==> config.mk <==
export PLATFORM = sky130hd
export DESIGN_NAME = decode
export DESIGN_NICKNAME = d
export VERILOG_FILES = /design/src/rtl/riscv_pkg.sv /design/src/rtl/decode_imm.sv /design/src/rtl/decode.sv
export SDC_FILE = /design/constraint.sdc
export NUM_CORES = 1
export LEC_CHECK = 0
export BUFFER_PORTS_ARGS = -buffer_cell sky130_fd_sc_hd__buf_4
export CORE_AREA = 2 2 139 141
export CTS_CLUSTER_SIZE = 8
export DETAILED_ROUTE_END_ITERATION = 8
export DIE_AREA = 0 0 141 143
export PLACE_DENSITY = 0.78
export SLEW_MARGIN = 10
export SYNTH_ARGS = -nofsm -noshare
export SYNTH_HDL_FRONTEND = slang
export SYNTH_SLANG_ARGS = --single-unit
==> constraint.sdc <==
create_clock -name clk -period 1.15 [get_ports clk]
set_input_delay 0.115 -clock clk [delete_from_list [all_inputs] [get_ports clk]]
set_output_delay 0.115 -clock clk [all_outputs]
set_load 0.005 [all_outputs]
==> src/rtl/riscv_pkg.sv <==
// Shared RV32I definitions for the decode stage: datapath width, execution
// units, opcodes, immediate formats and the operation codes sent to EXE.
package riscv_pkg;

    localparam int XLEN = 32;

    typedef enum logic [1:0] {
        UNIT_ALU = 2'd0,
        UNIT_BRU = 2'd1,
        UNIT_LSU = 2'd2,
        UNIT_SYS = 2'd3
    } unit_t;

    typedef enum logic [2:0] {
        IMM_NONE = 3'd0,
        IMM_I    = 3'd1,
        IMM_S    = 3'd2,
        IMM_B    = 3'd3,
        IMM_U    = 3'd4,
        IMM_J    = 3'd5
    } imm_fmt_t;

    typedef enum logic [1:0] {
        OP1_RS1  = 2'd0,
        OP1_PC   = 2'd1,
        OP1_ZERO = 2'd2
    } op1_sel_t;

    typedef enum logic [1:0] {
        OP2_RS2  = 2'd0,
        OP2_IMM  = 2'd1,
        OP2_FOUR = 2'd2
    } op2_sel_t;

    localparam logic [6:0] OPC_LUI    = 7'b0110111;
    localparam logic [6:0] OPC_AUIPC  = 7'b0010111;
    localparam logic [6:0] OPC_JAL    = 7'b1101111;
    localparam logic [6:0] OPC_JALR   = 7'b1100111;
    localparam logic [6:0] OPC_BRANCH = 7'b1100011;
    localparam logic [6:0] OPC_LOAD   = 7'b0000011;
    localparam logic [6:0] OPC_STORE  = 7'b0100011;
    localparam logic [6:0] OPC_OP_IMM = 7'b0010011;
    localparam logic [6:0] OPC_OP     = 7'b0110011;
    localparam logic [6:0] OPC_FENCE  = 7'b0001111;
    localparam logic [6:0] OPC_SYSTEM = 7'b1110011;

    // Codes below are only meaningful together with the unit they travel with.
    // ALU ops otherwise use {instr[30], funct3}; 1011/1100 are unused there.
    localparam logic [3:0] OPE_LUI    = 4'b1011;
    localparam logic [3:0] OPE_AUIPC  = 4'b1100;
    // BRU: branches use {0, funct3}, so bit 3 marks the jumps.
    localparam logic [3:0] OPE_JAL    = 4'b1000;
    localparam logic [3:0] OPE_JALR   = 4'b1001;
    // SYS unit.
    localparam logic [3:0] OPE_ECALL  = 4'b0000;
    localparam logic [3:0] OPE_EBREAK = 4'b0001;
    localparam logic [3:0] OPE_FENCE  = 4'b0010;
    // LSU: loads use {0, funct3}; stores set bit 3.
    localparam logic [3:0] OPE_STORE_BIT = 4'b1000;

    localparam logic [31:0] INSTR_ECALL  = 32'h0000_0073;
    localparam logic [31:0] INSTR_EBREAK = 32'h0010_0073;

endpackage

==> src/rtl/decode_imm.sv <==
// Combinational RV32I immediate extractor: picks the bit layout for the
// requested format and sign-extends it to XLEN.
module decode_imm
    import riscv_pkg::*;
(
    input  logic [31:0]     instr_i,
    input  imm_fmt_t        fmt_i,
    output logic [XLEN-1:0] imm_o
);

    // Reassemble the scattered immediate fields of each format.
    always_comb begin
        imm_o = '0;
        case (fmt_i)
            IMM_I: imm_o = {{20{instr_i[31]}}, instr_i[31:20]};
            IMM_S: imm_o = {{20{instr_i[31]}}, instr_i[31:25], instr_i[11:7]};
            IMM_B: imm_o = {{19{instr_i[31]}}, instr_i[31], instr_i[7],
                            instr_i[30:25], instr_i[11:8], 1'b0};
            IMM_U: imm_o = {instr_i[31:12], 12'b0};
            IMM_J: imm_o = {{11{instr_i[31]}}, instr_i[31], instr_i[19:12],
                            instr_i[20], instr_i[30:21], 1'b0};
            default: imm_o = '0;
        endcase
    end

endmodule

==> src/rtl/decode.sv <==
// RV32I decode stage: classifies the fetched instruction, reads and forwards
// the source registers, builds the operands and registers one micro-op per
// cycle towards EXE. Startup bubbles and redirect cycles yield invalid uops.
module decode
    import riscv_pkg::*;
#(
    parameter int unsigned RESET_BUBBLES = 2
) (
    input  logic            clk,
    input  logic            reset_n,
    input  logic [31:0]     instr_q_i,
    input  logic [XLEN-1:0] pc_q_i,
    input  logic            branch_v_q_i,
    input  logic            exception_q_i,
    output logic [4:0]      rf_adr1_o,
    output logic [4:0]      rf_adr2_o,
    input  logic [XLEN-1:0] rf_data1_i,
    input  logic [XLEN-1:0] rf_data2_i,
    input  logic            exe_rd_v_i,
    input  logic [4:0]      exe_rd_adr_i,
    input  logic [XLEN-1:0] exe_rd_data_i,
    output logic            valid_q_o,
    output logic [XLEN-1:0] pc_q_o,
    output unit_t           unit_q_o,
    output logic [3:0]      operation_q_o,
    output logic [XLEN-1:0] op1_q_o,
    output logic [XLEN-1:0] op2_q_o,
    output logic [XLEN-1:0] rs2_data_q_o,
    output logic [XLEN-1:0] imm_q_o,
    output logic [4:0]      rd_adr_q_o,
    output logic            rd_v_q_o,
    output logic            illegal_q_o
);

    localparam logic [1:0] BOOT_DONE = RESET_BUBBLES[1:0];

    logic [6:0]      opcode;
    logic [2:0]      funct3;
    logic [6:0]      funct7;
    logic [4:0]      rs1, rs2, rd;
    logic [1:0]      boot_cnt_q, boot_cnt_d;
    logic            valid_d;
    logic [XLEN-1:0] rs1_fwd, rs2_fwd, imm;
    logic [XLEN-1:0] op1_d, op2_d;
    imm_fmt_t        imm_fmt;
    op1_sel_t        op1_sel;
    op2_sel_t        op2_sel;
    unit_t           unit_dec, unit_d;
    logic [3:0]      oper_dec, oper_d;
    logic            rd_w, illegal;

    assign opcode = instr_q_i[6:0];
    assign rd     = instr_q_i[11:7];
    assign funct3 = instr_q_i[14:12];
    assign rs1    = instr_q_i[19:15];
    assign rs2    = instr_q_i[24:20];
    assign funct7 = instr_q_i[31:25];

    assign rf_adr1_o = rs1;
    assign rf_adr2_o = rs2;

    // x0 always reads zero; a same-cycle EXE write overrides the register file.
    assign rs1_fwd = (rs1 == 5'd0) ? '0 :
                     (exe_rd_v_i && exe_rd_adr_i == rs1) ? exe_rd_data_i : rf_data1_i;
    assign rs2_fwd = (rs2 == 5'd0) ? '0 :
                     (exe_rd_v_i && exe_rd_adr_i == rs2) ? exe_rd_data_i : rf_data2_i;

    // Startup counter: saturates once fetch delivers real instructions.
    assign boot_cnt_d = (boot_cnt_q == BOOT_DONE) ? boot_cnt_q : boot_cnt_q + 2'd1;
    // A redirect makes the word presented this cycle wrong-path.
    assign valid_d    = (boot_cnt_q == BOOT_DONE) && !branch_v_q_i && !exception_q_i;

    decode_imm u_imm (
        .instr_i (instr_q_i),
        .fmt_i   (imm_fmt),
        .imm_o   (imm)
    );

    // Classify the opcode: unit, operation, immediate format, operand sources, legality.
    always_comb begin
        unit_dec = UNIT_ALU;
        oper_dec = {1'b0, funct3};
        imm_fmt  = IMM_NONE;
        op1_sel  = OP1_RS1;
        op2_sel  = OP2_IMM;
        rd_w     = 1'b0;
        illegal  = 1'b0;
        case (opcode)
            OPC_LUI: begin
                oper_dec = OPE_LUI;
                imm_fmt  = IMM_U;
                op1_sel  = OP1_ZERO;
                rd_w     = 1'b1;
            end
            OPC_AUIPC: begin
                oper_dec = OPE_AUIPC;
                imm_fmt  = IMM_U;
                op1_sel  = OP1_PC;
                rd_w     = 1'b1;
            end
            OPC_JAL: begin
                unit_dec = UNIT_BRU;
                oper_dec = OPE_JAL;
                imm_fmt  = IMM_J;
                op1_sel  = OP1_PC;
                op2_sel  = OP2_FOUR;
                rd_w     = 1'b1;
            end
            OPC_JALR: begin
                unit_dec = UNIT_BRU;
                oper_dec = OPE_JALR;
                imm_fmt  = IMM_I;
                op2_sel  = OP2_FOUR;
                rd_w     = 1'b1;
            end
            OPC_BRANCH: begin
                unit_dec = UNIT_BRU;
                imm_fmt  = IMM_B;
                op2_sel  = OP2_RS2;
                illegal  = (funct3 == 3'b010) || (funct3 == 3'b011);
            end
            OPC_LOAD: begin
                unit_dec = UNIT_LSU;
                imm_fmt  = IMM_I;
                rd_w     = 1'b1;
                illegal  = (funct3 == 3'b011) || (funct3 == 3'b110) || (funct3 == 3'b111);
            end
            OPC_STORE: begin
                unit_dec = UNIT_LSU;
                oper_dec = OPE_STORE_BIT | {1'b0, funct3};
                imm_fmt  = IMM_S;
                illegal  = (funct3 > 3'd2);
            end
            OPC_OP_IMM: begin
                imm_fmt  = IMM_I;
                rd_w     = 1'b1;
                // instr[30] selects SRAI only for shifts; elsewhere it is an immediate bit.
                if (funct3 == 3'b001) begin
                    oper_dec = {instr_q_i[30], funct3};
                    illegal  = (funct7 != 7'h00);
                end else if (funct3 == 3'b101) begin
                    oper_dec = {instr_q_i[30], funct3};
                    illegal  = (funct7 != 7'h00) && (funct7 != 7'h20);
                end
            end
            OPC_OP: begin
                oper_dec = {instr_q_i[30], funct3};
                op2_sel  = OP2_RS2;
                rd_w     = 1'b1;
                illegal  = !((funct7 == 7'h00) ||
                             (funct7 == 7'h20 && (funct3 == 3'b000 || funct3 == 3'b101)));
            end
            OPC_FENCE: begin
                unit_dec = UNIT_SYS;
                oper_dec = OPE_FENCE;
                imm_fmt  = IMM_I;
            end
            OPC_SYSTEM: begin
                unit_dec = UNIT_SYS;
                imm_fmt  = IMM_I;
                oper_dec = (instr_q_i == INSTR_EBREAK) ? OPE_EBREAK : OPE_ECALL;
                illegal  = (instr_q_i != INSTR_ECALL) && (instr_q_i != INSTR_EBREAK);
            end
            default: illegal = 1'b1;
        endcase
        if (instr_q_i[1:0] != 2'b11) illegal = 1'b1;
    end

    // Build both operands and route illegal instructions to SYS.
    always_comb begin
        op1_d = rs1_fwd;
        op2_d = imm;
        case (op1_sel)
            OP1_PC:   op1_d = pc_q_i;
            OP1_ZERO: op1_d = '0;
            default:  op1_d = rs1_fwd;
        endcase
        case (op2_sel)
            OP2_RS2:  op2_d = rs2_fwd;
            OP2_FOUR: op2_d = 32'd4;
            default:  op2_d = imm;
        endcase
        unit_d = illegal ? UNIT_SYS : unit_dec;
        oper_d = illegal ? 4'd0 : oper_dec;
    end

    // Micro-op register and startup counter; no stall, every field flops each cycle.
    always_ff @(posedge clk or negedge reset_n) begin
        if (!reset_n) begin
            boot_cnt_q    <= 2'd0;
            valid_q_o     <= 1'b0;
            pc_q_o        <= '0;
            unit_q_o      <= UNIT_ALU;
            operation_q_o <= 4'd0;
            op1_q_o       <= '0;
            op2_q_o       <= '0;
            rs2_data_q_o  <= '0;
            imm_q_o       <= '0;
            rd_adr_q_o    <= 5'd0;
            rd_v_q_o      <= 1'b0;
            illegal_q_o   <= 1'b0;
        end else begin
            boot_cnt_q    <= boot_cnt_d;
            valid_q_o     <= valid_d;
            pc_q_o        <= pc_q_i;
            unit_q_o      <= unit_d;
            operation_q_o <= oper_d;
            op1_q_o       <= op1_d;
            op2_q_o       <= op2_d;
            rs2_data_q_o  <= rs2_fwd;
            imm_q_o       <= imm;
            rd_adr_q_o    <= rd;
            rd_v_q_o      <= valid_d && rd_w && !illegal && (rd != 5'd0);
            illegal_q_o   <= valid_d && illegal;
        end
    end

endmodule

# Word-level counts from Yosys, hierarchy flattened
# Index checks and enable logic that the tools add are counted.
dict set report totals {
  reg_bits 176
  latch_bits 0
  ram_bits 0
  romBits 0
  input_bits 170
  memories 0
}
dict set report op_classes {
  n_addsub 1
  multipliers 0
  div 0
  magnitude_cmp 1
  n_eq_ne 34
  shifts 0
  muxes 22
  n_bitwise 0
  reduce_logical 37
}
# cell count
set op_table {}
lappend op_table {{$pmux 32 s5} 1}
lappend op_table {{$mux 32} 4}
lappend op_table {{$pmux 32 s2} 2}
lappend op_table {{$pmux 4 s9} 1}
lappend op_table {{$eq 32x21->1 const B} 1}
lappend op_table {{$ne 32x21->1 const B} 1}
lappend op_table {{$ne 32x7->1 const B} 1}
lappend op_table {{$eq 7x6->1 const B} 4}
lappend op_table {{$eq 7x7->1 const B} 4}
lappend op_table {{$eq 3x3->1 const B} 5}
lappend op_table {{$pmux 3 s5} 1}
lappend op_table {{$eq 7x5->1 const B} 2}
lappend op_table {{$eq 3x2->1 const B} 4}
lappend op_table {{$mux 4} 3}
lappend op_table {{$reduce_or 2->1} 6}
lappend op_table {{$logic_and 1x1->1} 11}
lappend op_table {{$eq 5x5->1} 2}
lappend op_table {{$logic_not 5->1} 2}
lappend op_table {{$reduce_or 5->1} 2}
lappend op_table {{$pmux 2 s2} 2}
lappend op_table {{$eq 7x2->1 const B} 1}
lappend op_table {{$eq 7x4->1 const B} 1}
lappend op_table {{$logic_not 7->1} 1}
lappend op_table {{$ne 7x6->1 const B} 1}
lappend op_table {{18 further kinds} 32}

# Longest topological paths before layout
# Gate-level depths: netlist (run 1).
dict set report logic_depth {
  ltp_word 10
  ltp_mapped 12
}

# Cells and area by module
# Synthesis (run 1) repeated with hierarchy kept, for this count alone.
dict set report hier_totals {
  cells_unflattened 627
  hier_area_um2 7180.6
}
# module instances cells_per_inst area_each_um2
set modules_own_cells {}
lappend modules_own_cells {decode 1 561 6790.3}
lappend modules_own_cells {decode_imm 1 66 390.4}

# Least setup slack after synthesis (run 1)
# No wires, ideal clock.
dict set report synth_timing {
  path_kind {input-to-reg}
  startpoint {input port instr_q_i[4]}
  endpoint {register op1_q_o[0]}
  setup_ns 0.083
  arrival_time_ns 2.147
  required_time_ns 1.067
  setup_slack_ns -1.080
  stages 12
  cell_sequence {clkbuf_1 nor2b_1 nand2b_1 nor2_1 clkbuf_1 nand2_1 ha_1 nor2b_1 clkbuf_1 clkbuf_1 nand2_1 o21ai_0}
}
dict set report synth_between {
  elab_chain_len 5
  elab_cells_between_ends 8
}
# item line_no
set synth_lines {}
lappend synth_lines {{start, declared} decode.sv:11} ;# input logic [31:0] instr_q_i,
lappend synth_lines {{$eq 7x7->1 / $eq 7x5->1 (equally long branches)} decode.sv:88} ;# case (opcode)
lappend synth_lines {{$reduce_or 2->1 (no source line)} --}
lappend synth_lines {{$pmux 2 s2 *} decode.sv:88}
lappend synth_lines {{$eq 2x2->1 / $eq 2x1->1 (equally long branches)} decode.sv:173} ;# case (op1_sel)
lappend synth_lines {{$pmux 32 s2 *} decode.sv:173}
lappend synth_lines {{via op1_d[0]} decode.sv:44} ;# logic [XLEN-1:0] op1_d, op2_d;
lappend synth_lines {{end signal, assigned} decode.sv:208} ;# op1_q_o <= op1_d;
lappend synth_lines {{end, declared} decode.sv:26} ;# output logic [XLEN-1:0] op1_q_o,
# The timed path passes the listed nets; every way through them passes the cells marked *.
# A chain may end at the register's enable or synchronous reset.

# Worst setup path in the final report (run 1)
dict set report layout_timing {
  startpoint {input port instr_q_i[21]}
  endpoint {register unit_q_o[1]}
}
dict set report layout_between {
  elab_chain_len 5
  elab_cells_between_ends 6
}
# item line_no
set layout_lines {}
lappend layout_lines {{$ne 32x7->1 / $ne 32x21->1 (equally long branches)} decode.sv:162} ;# illegal = (instr_q_i != INSTR_ECALL) && (instr_q_i != INSTR_EBREAK);
lappend layout_lines {{$logic_and 1x1->1 *} decode.sv:162}
lappend layout_lines {{$pmux 1 s7 *} decode.sv:88}
lappend layout_lines {{$mux 1 *} decode.sv:166} ;# if (instr_q_i[1:0] != 2'b11) illegal = 1'b1;
lappend layout_lines {{$mux 2 *} decode.sv:183} ;# unit_d = illegal ? UNIT_SYS : unit_dec;
lappend layout_lines {{via unit_d[1]} decode.sv:48} ;# unit_t unit_dec, unit_d;
lappend layout_lines {{end signal, assigned} decode.sv:206} ;# unit_q_o <= unit_d;
lappend layout_lines {{end, declared} decode.sv:24} ;# output unit_t unit_q_o,
# Marks and branches as above.

==> flow_metrics.py, run 1 <==
metrics = {
    "run_status": {
        "status": "finished, violations left",
        "failed_checks": "setup timing",
    },
    "setup_path": {
        "critPathLaunchType": "input pin",
        "critPathArrivalTime_ps": 1840,
        "path_buf_inv": 1,
        "worstSetupPathType": "in -> reg",
        "path_cells": "buf_8, or4_4, nor4b_4, nand4_1, a211o_1, or3_1",
        "cp_slowest_cell": "or4_4",
        "rrSetupSlack_ps": -110,
        "cp_max_fo": 2,
        "required_ps": 1460,
        "cpLargestDelayFamily": "simple AND/OR/NAND/NOR gates",
        "max_stage_delay_ps": 570,
        "cp-end-kind": "register",
    },
    "yosys": {
        "synth_compound_area_share_pct": 12.9,
        "seq_area_frac_synth_pct": 60.6,
        "syn_nets": 816,
        "async_reset_ff_share_pct": 100,
        "yosysUniqueCellTypes": 59,
        "syn_area_um2": 7270,
        "synth_top_family_by_area": "compound AO/OA/AOI/OAI gates",
        "synth_xor_area_share_pct": 1.45,
        "synth_fa_ha_area_share_pct": 0.516,
        "syn_area_per_cell_um2": 11.3,
        "ys_seq_elements": 176,
        "yosys.area_share.simple_pct": 10.8,
        "yosys_warnings": 0,
        "synth_edf_count": 0,
        "synth_mux_area_share_pct": 8.81,
        "postSynthCellCount": 643,
        "synth_flop_cell": "dfrtp_1",
    },
    "final_layout": {
        "nNetsFinal": 1433,
        "syn2layout_area_growth_pct": 105,
        "multi_input_area_um2": 3740,
        "drive_above_1_share_pct": 58.4,
        "ff_latch_area_um2": 4400,
        "utilization_pct": 80.2,
        "postLayoutCellArea_um2": 14900,
        "fin_cells": 1508,
        "fillers": 997,
    },
    "clocking": {
        "clock_latency_ps": 430,
        "cts_root_buf": "clkbuf_16",
        "cts_buffer_depth": 2,
        "cts.sinks": 176,
        "cts_made_buffers": 17,
        "h-tree-depth": 4,
        "path_clk_slew_ps": 70,
        "cts_tree": "built",
    },
    "floorplanning": {
        "initial_utilization_pct": 39.1,
        "core_area_um2": 18600,
        "ios": 354,
        "rows": 50,
        "die_w_um": 141,
        "dieArea_um2": 20200,
        "fp.dieH_um": 143,
    },
    "global_routing": {
        "track_usage_pct": 36.0,
        "grt_pass1_vias": 8792,
        "grt_start_max_net_pins": 36,
        "antenna_found_initial": 2,
        "overflow": 0,
        "grt_pass1_wl_um": 53200,
    },
    "routing": {
        "firstDrtPassIters": 5,
        "drt_wl_total_um": 40900,
        "drt-initial-drc-count": 851,
        "ant_nets": 0,
        "vias_per_cell": 5.69,
        "vias": 8575,
        "wl_per_cell_um": 27.1,
        "drc_errors": 0,
    },
    "place": {
        "gp_congestion": 0.937,
        "placed_cell_area_um2": 11300,
        "portBuffers": 353,
        "dpl.hpwl_um": 22500,
        "place_ws_ps": -863,
        "post-place-cells": 1312,
    },
    "power_and_ir_drop": {
        "p_per_area_nw_per_um2": 1070,
        "ir_drop_mv": 1.04,
        "leakagePower_nw": 7.16,
        "totalPowerFinal_mw": 16.0,
    },
    "timing": {
        "setup_viol": 116,
        "timing.hold.ws_ps": 3.88,
        "max_freq_mhz": 651,
        "setup_tns_ps": -25490,
        "fin_skew_ps": 1.55,
        "tightest_slew_ps": 465,
        "fin_ws_ps": -385,
        "drv_slew": 0,
        "fin_crit_sh_pct": 133,
        "rsz0062_at_grt": "yes",
        "slew_headroom_pct": 68.8,
        "finalHoldViolCount": 0,
        "period_needed_ps": 1540,
    },
    "min_path": {
        "hold_class": "in -> reg",
    },
    "flow_run": {
        "max_cap_violations": 0,
    },
}
## sequential cells by signal, summed over array words and instances, names as in the netlist
| signal | cells |
|---|---|
| boot_cnt_q | 2 |
| illegal_q_o | 1 |
| imm_q_o | 32 |
| op1_q_o | 32 |
| op2_q_o | 32 |
| operation_q_o | 4 |
| pc_q_o | 32 |
| rd_adr_q_o | 5 |
| rd_v_q_o | 1 |
| rs2_data_q_o | 32 |
| unit_q_o | 2 |
| valid_q_o | 1 |
## cell families after synthesis
group | Yosys count
xor gates and xnor gates | 12
buffers and inverters | 80
DFF | 176
AOI/OAI and AO/OA | 147
muxes | 64
and+or+nand+nor | 161
adders and majority gates | 3
## synth_stat cells, types with 4 or more instances
library cell	count	area, um^2
a211oi_1	5	37.5
a21oi_1	21	105
a22oi_1	14	105
and2_1	9	56.3
and3_1	5	31.3
buf_2	10	50.1
buf_4	10	75.1
clkbuf_1	25	93.8
dfrtp_1	176	4400
inv_1	31	116
mux2i_1	64	641
nand2_1	52	195
nand2b_1	4	25.0
nand3_1	5	25.0
nor2_1	45	169
nor2b_1	9	56.3
nor3_1	9	45.0
nor4_1	4	25.0
o21ai_0	46	230
o22ai_1	28	175
o2bb2ai_1	6	52.6
xor2_1	9	78.8
## repair_timing
item / 4_1_cts / 5_1_grt
gates cloned: 7 / 1
endpoints found under the hold margin: 292 / 0
hold buffers: 127 / 0
buffers inserted: 18 / 21
resized for setup: 127 / 161
pin swaps: 34 / 27
endpoints found under the setup margin: 114 / 123
## per-layer routing
layer	up-vias	share of wire, %	global-route usage [%]	wire length, um
met5	-	0.044	0	18
met4	2	7.0	21.4	2860
met3	223	9.0	7.08	3680
met2	676	50	62.4	20400
met1	4193	34	41.5	13900
li1	3481	-	-	-
## worst min-delay path, cell delays in order
cell and delay, ps:
buf_4 120, mux2i_4 80, nor2_1 80
## final timing paths
kind / startpoint / cells past startpoint / to
worst max-delay path: instr_q_i[21] / 6 / unit_q_o[1]
worst max register to register: boot_cnt_q[0] / 5 / rd_v_q_o
worst min-delay path: exe_rd_data_i[11] / 3 / rs2_data_q_o[11]
worst min register to register: boot_cnt_q[1] / 2 / boot_cnt_q[1]
max in group asynchronous: reset_n / 3 / op2_q_o[22]
min in group asynchronous: reset_n / 2 / imm_q_o[30]
## layout by cell type, fill, tap and decap left out, types with 26 or more instances in the layout
master,n
dlygate4sd3_1,127
o21ai_2,27
buf_12,30
buf_4,455
buf_6,26
nor2_1,31
inv_1,28
dfrtp_1,176
mux2i_4,28
mux2i_1,32
## cell type report
class,instances,share of cell area [%]
repair buffers,647,38.5
inverters,31,0.781
multi-input cells,387,25.1
diodes,1,0.0168
flip-flops and latches,176,29.6
well taps,234,1.97
clock inverters,14,1.09
clock buffers,18,2.95
## power breakdown
part / internal (mW) / switching, mW
clock: 3.17 / 2.90
sequential: 6.47 / 0.135
combinational: 1.76 / 1.52
total: 11.4 / 4.56
Note: power is estimated with default switching activity, not from simulation.
==> run 2, diff against run 1 <==
--- a/config.mk
+++ b/config.mk
@@ -10,7 +10,9 @@
 export CTS_CLUSTER_SIZE = 8
 export DETAILED_ROUTE_END_ITERATION = 8
 export DIE_AREA = 0 0 141 143
+export HOLD_SLACK_MARGIN = 0.1
 export PLACE_DENSITY = 0.78
+export SKIP_CTS_REPAIR_TIMING = 1
 export SLEW_MARGIN = 10
 export SYNTH_ARGS = -nofsm -noshare
 export SYNTH_HDL_FRONTEND = slang
==> run 2 against run 1 <==
The run still ends with setup timing left. First-iteration DRC count is 17% lower. Combinational power hardly changed. Clock power hardly changed. Sequential power hardly changed. Global-route usage is 7.9 points lower. Clock skew hardly changed. Sequential cell count stayed put. Critical endpoint is now op1_q_o[18]. Via count is 0.51% lower. Die area stayed put. Cell count is 1.5% higher. Worst setup slack worse by 240 ps.
==> flow_metrics.py, run 2 (synthesis results as in run 1) <==
metrics = {
    "routing": {
        "vias": 8531,
        "drt-initial-drc-count": 705,
        "vias_per_cell": 5.58,
        "ant_nets": 0,
        "wl_per_cell_um": 25.8,
        "drc_errors": 0,
        "drt_wl_total_um": 39500,
        "firstDrtPassIters": 6,
    },
    "power_and_ir_drop": {
        "totalPowerFinal_mw": 15.9,
        "p_per_area_nw_per_um2": 1070,
        "ir_drop_mv": 1.06,
        "leakagePower_nw": 7.09,
    },
    "run_status": {
        "status": "finished, violations left",
        "failed_checks": "setup timing",
    },
    "floorplanning": {
        "ios": 354,
        "fp.dieH_um": 143,
        "rows": 50,
        "initial_utilization_pct": 39.1,
        "core_area_um2": 18600,
        "dieArea_um2": 20200,
        "die_w_um": 141,
    },
    "global_routing": {
        "grt_start_max_net_pins": 36,
        "grt_pass1_wl_um": 41600,
        "grt_pass1_vias": 7058,
        "track_usage_pct": 28.0,
        "antenna_found_initial": 1,
        "overflow": 0,
    },
    "clocking": {
        "path_clk_slew_ps": 80,
        "cts_buffer_depth": 2,
        "cts.sinks": 176,
        "cts_tree": "built",
        "cts_made_buffers": 17,
        "cts_root_buf": "clkbuf_16",
        "clock_latency_ps": 430,
        "h-tree-depth": 4,
    },
    "place": {
        "post-place-cells": 1312,
        "portBuffers": 353,
        "gp_congestion": 0.937,
        "dpl.hpwl_um": 22500,
    },
    "timing": {
        "tightest_slew_ps": 530,
        "slew_headroom_pct": 63.7,
        "setup_tns_ps": -32710,
        "rsz0062_at_grt": "yes",
        "fin_ws_ps": -623,
        "fin_crit_sh_pct": 154,
        "period_needed_ps": 1770,
        "setup_viol": 129,
        "drv_slew": 0,
        "finalHoldViolCount": 0,
        "fin_skew_ps": 1.88,
        "max_freq_mhz": 564,
    },
    "final_layout": {
        "utilization_pct": 80.4,
        "syn2layout_area_growth_pct": 105,
        "ff_latch_area_um2": 4400,
        "drive_above_1_share_pct": 54.0,
        "fin_cells": 1530,
        "layout_commonest_cell": "buf_4",
        "final_cell_mix": "453 x buf_4, 176 x dfrtp_1, 147 x dlygate4sd3_1",
        "multi_input_area_um2": 3480,
        "fillers": 964,
        "nNetsFinal": 1455,
    },
    "setup_path": {
        "worstSetupPathType": "in -> reg",
        "critPathArrivalTime_ps": 2080,
        "required_ps": 1450,
        "cp_max_fo": 7,
        "critPathLaunchType": "input pin",
        "cp-end-kind": "register",
    },
    "min_path": {
        "hold_class": "in -> reg",
    },
    "flow_run": {
        "max_cap_violations": 0,
    },
}
-- run 2: changes by cell type in the layout (fill, tap and decap cells not counted), sizes merged --
cell and delta:
buf -5, clkbuf +8, dlygate4sd3 +20, dlymetal6s2s -1
-- run 2: worst paths after layout --
kind / startpoint / end / slack, ps / depth (start not counted)
min in group asynchronous: reset_n / pc_q_o[23] / 150 / 2
hold / removal: instr_q_i[30] / op2_q_o[10] / 80 / 3
setup reg to reg: boot_cnt_q[0] / rd_v_q_o / -110 / 5
setup / recovery: instr_q_i[18] / op1_q_o[18] / -620 / 10
max in group asynchronous: reset_n / op2_q_o[22] / 470 / 3
hold reg to reg: boot_cnt_q[1] / boot_cnt_q[1] / 540 / 2
-- run 2: worst max-delay path: stages --
cell	delay [ps]
buf_6	90
buf_6	110
xor2_1	150
nor4_1	270
and3_4	270
buf_12	130
buf_12	150
buf_6	130
mux2i_1	480
o21ai_1	160
-- run 2: per-stage QoR --
step	cell area, um^2	worst slack [ps]	hold slack, ps
after floorplan	7560	-650	-181
after global placement	11300	-865	41.8
after detailed placement	11300	-863	43.2
after CTS	11900	-423	-428
after global routing	14900	-636	91.5
final	14900	-623	80.4
-- run 2: report_power, final --
part,switching [mW],total (mW),internal (mW)
logic,1.47,3.26,1.80
registers,0.125,6.60,6.47
clock network,2.88,6.05,3.17
total,4.47,15.9,11.4
-- run 2: final cells by class --
| type | count | area share [%] |
|---|---|---|
| Timing Repair Buffer | 669 | 40.4 |
| Sequential cell | 176 | 29.5 |
| Multi-Input combinational cell | 387 | 23.3 |
| Clock buffer | 18 | 2.94 |
| Tap cell | 234 | 1.96 |
| Clock inverter | 14 | 1.09 |
| Inverter | 31 | 0.779 |
| Antenna cell | 1 | 0.0168 |
-- run 2: layer usage --
metal | GRT usage, % | share of wire [%] | vias up
li1 | - | - | 3523
met1 | 35.2 | 35 | 4175
met2 | 47.4 | 50 | 640
met3 | 6.47 | 7.9 | 193
met4 | 10.9 | 6.2 | 0
met5 | 0 | 0 | -
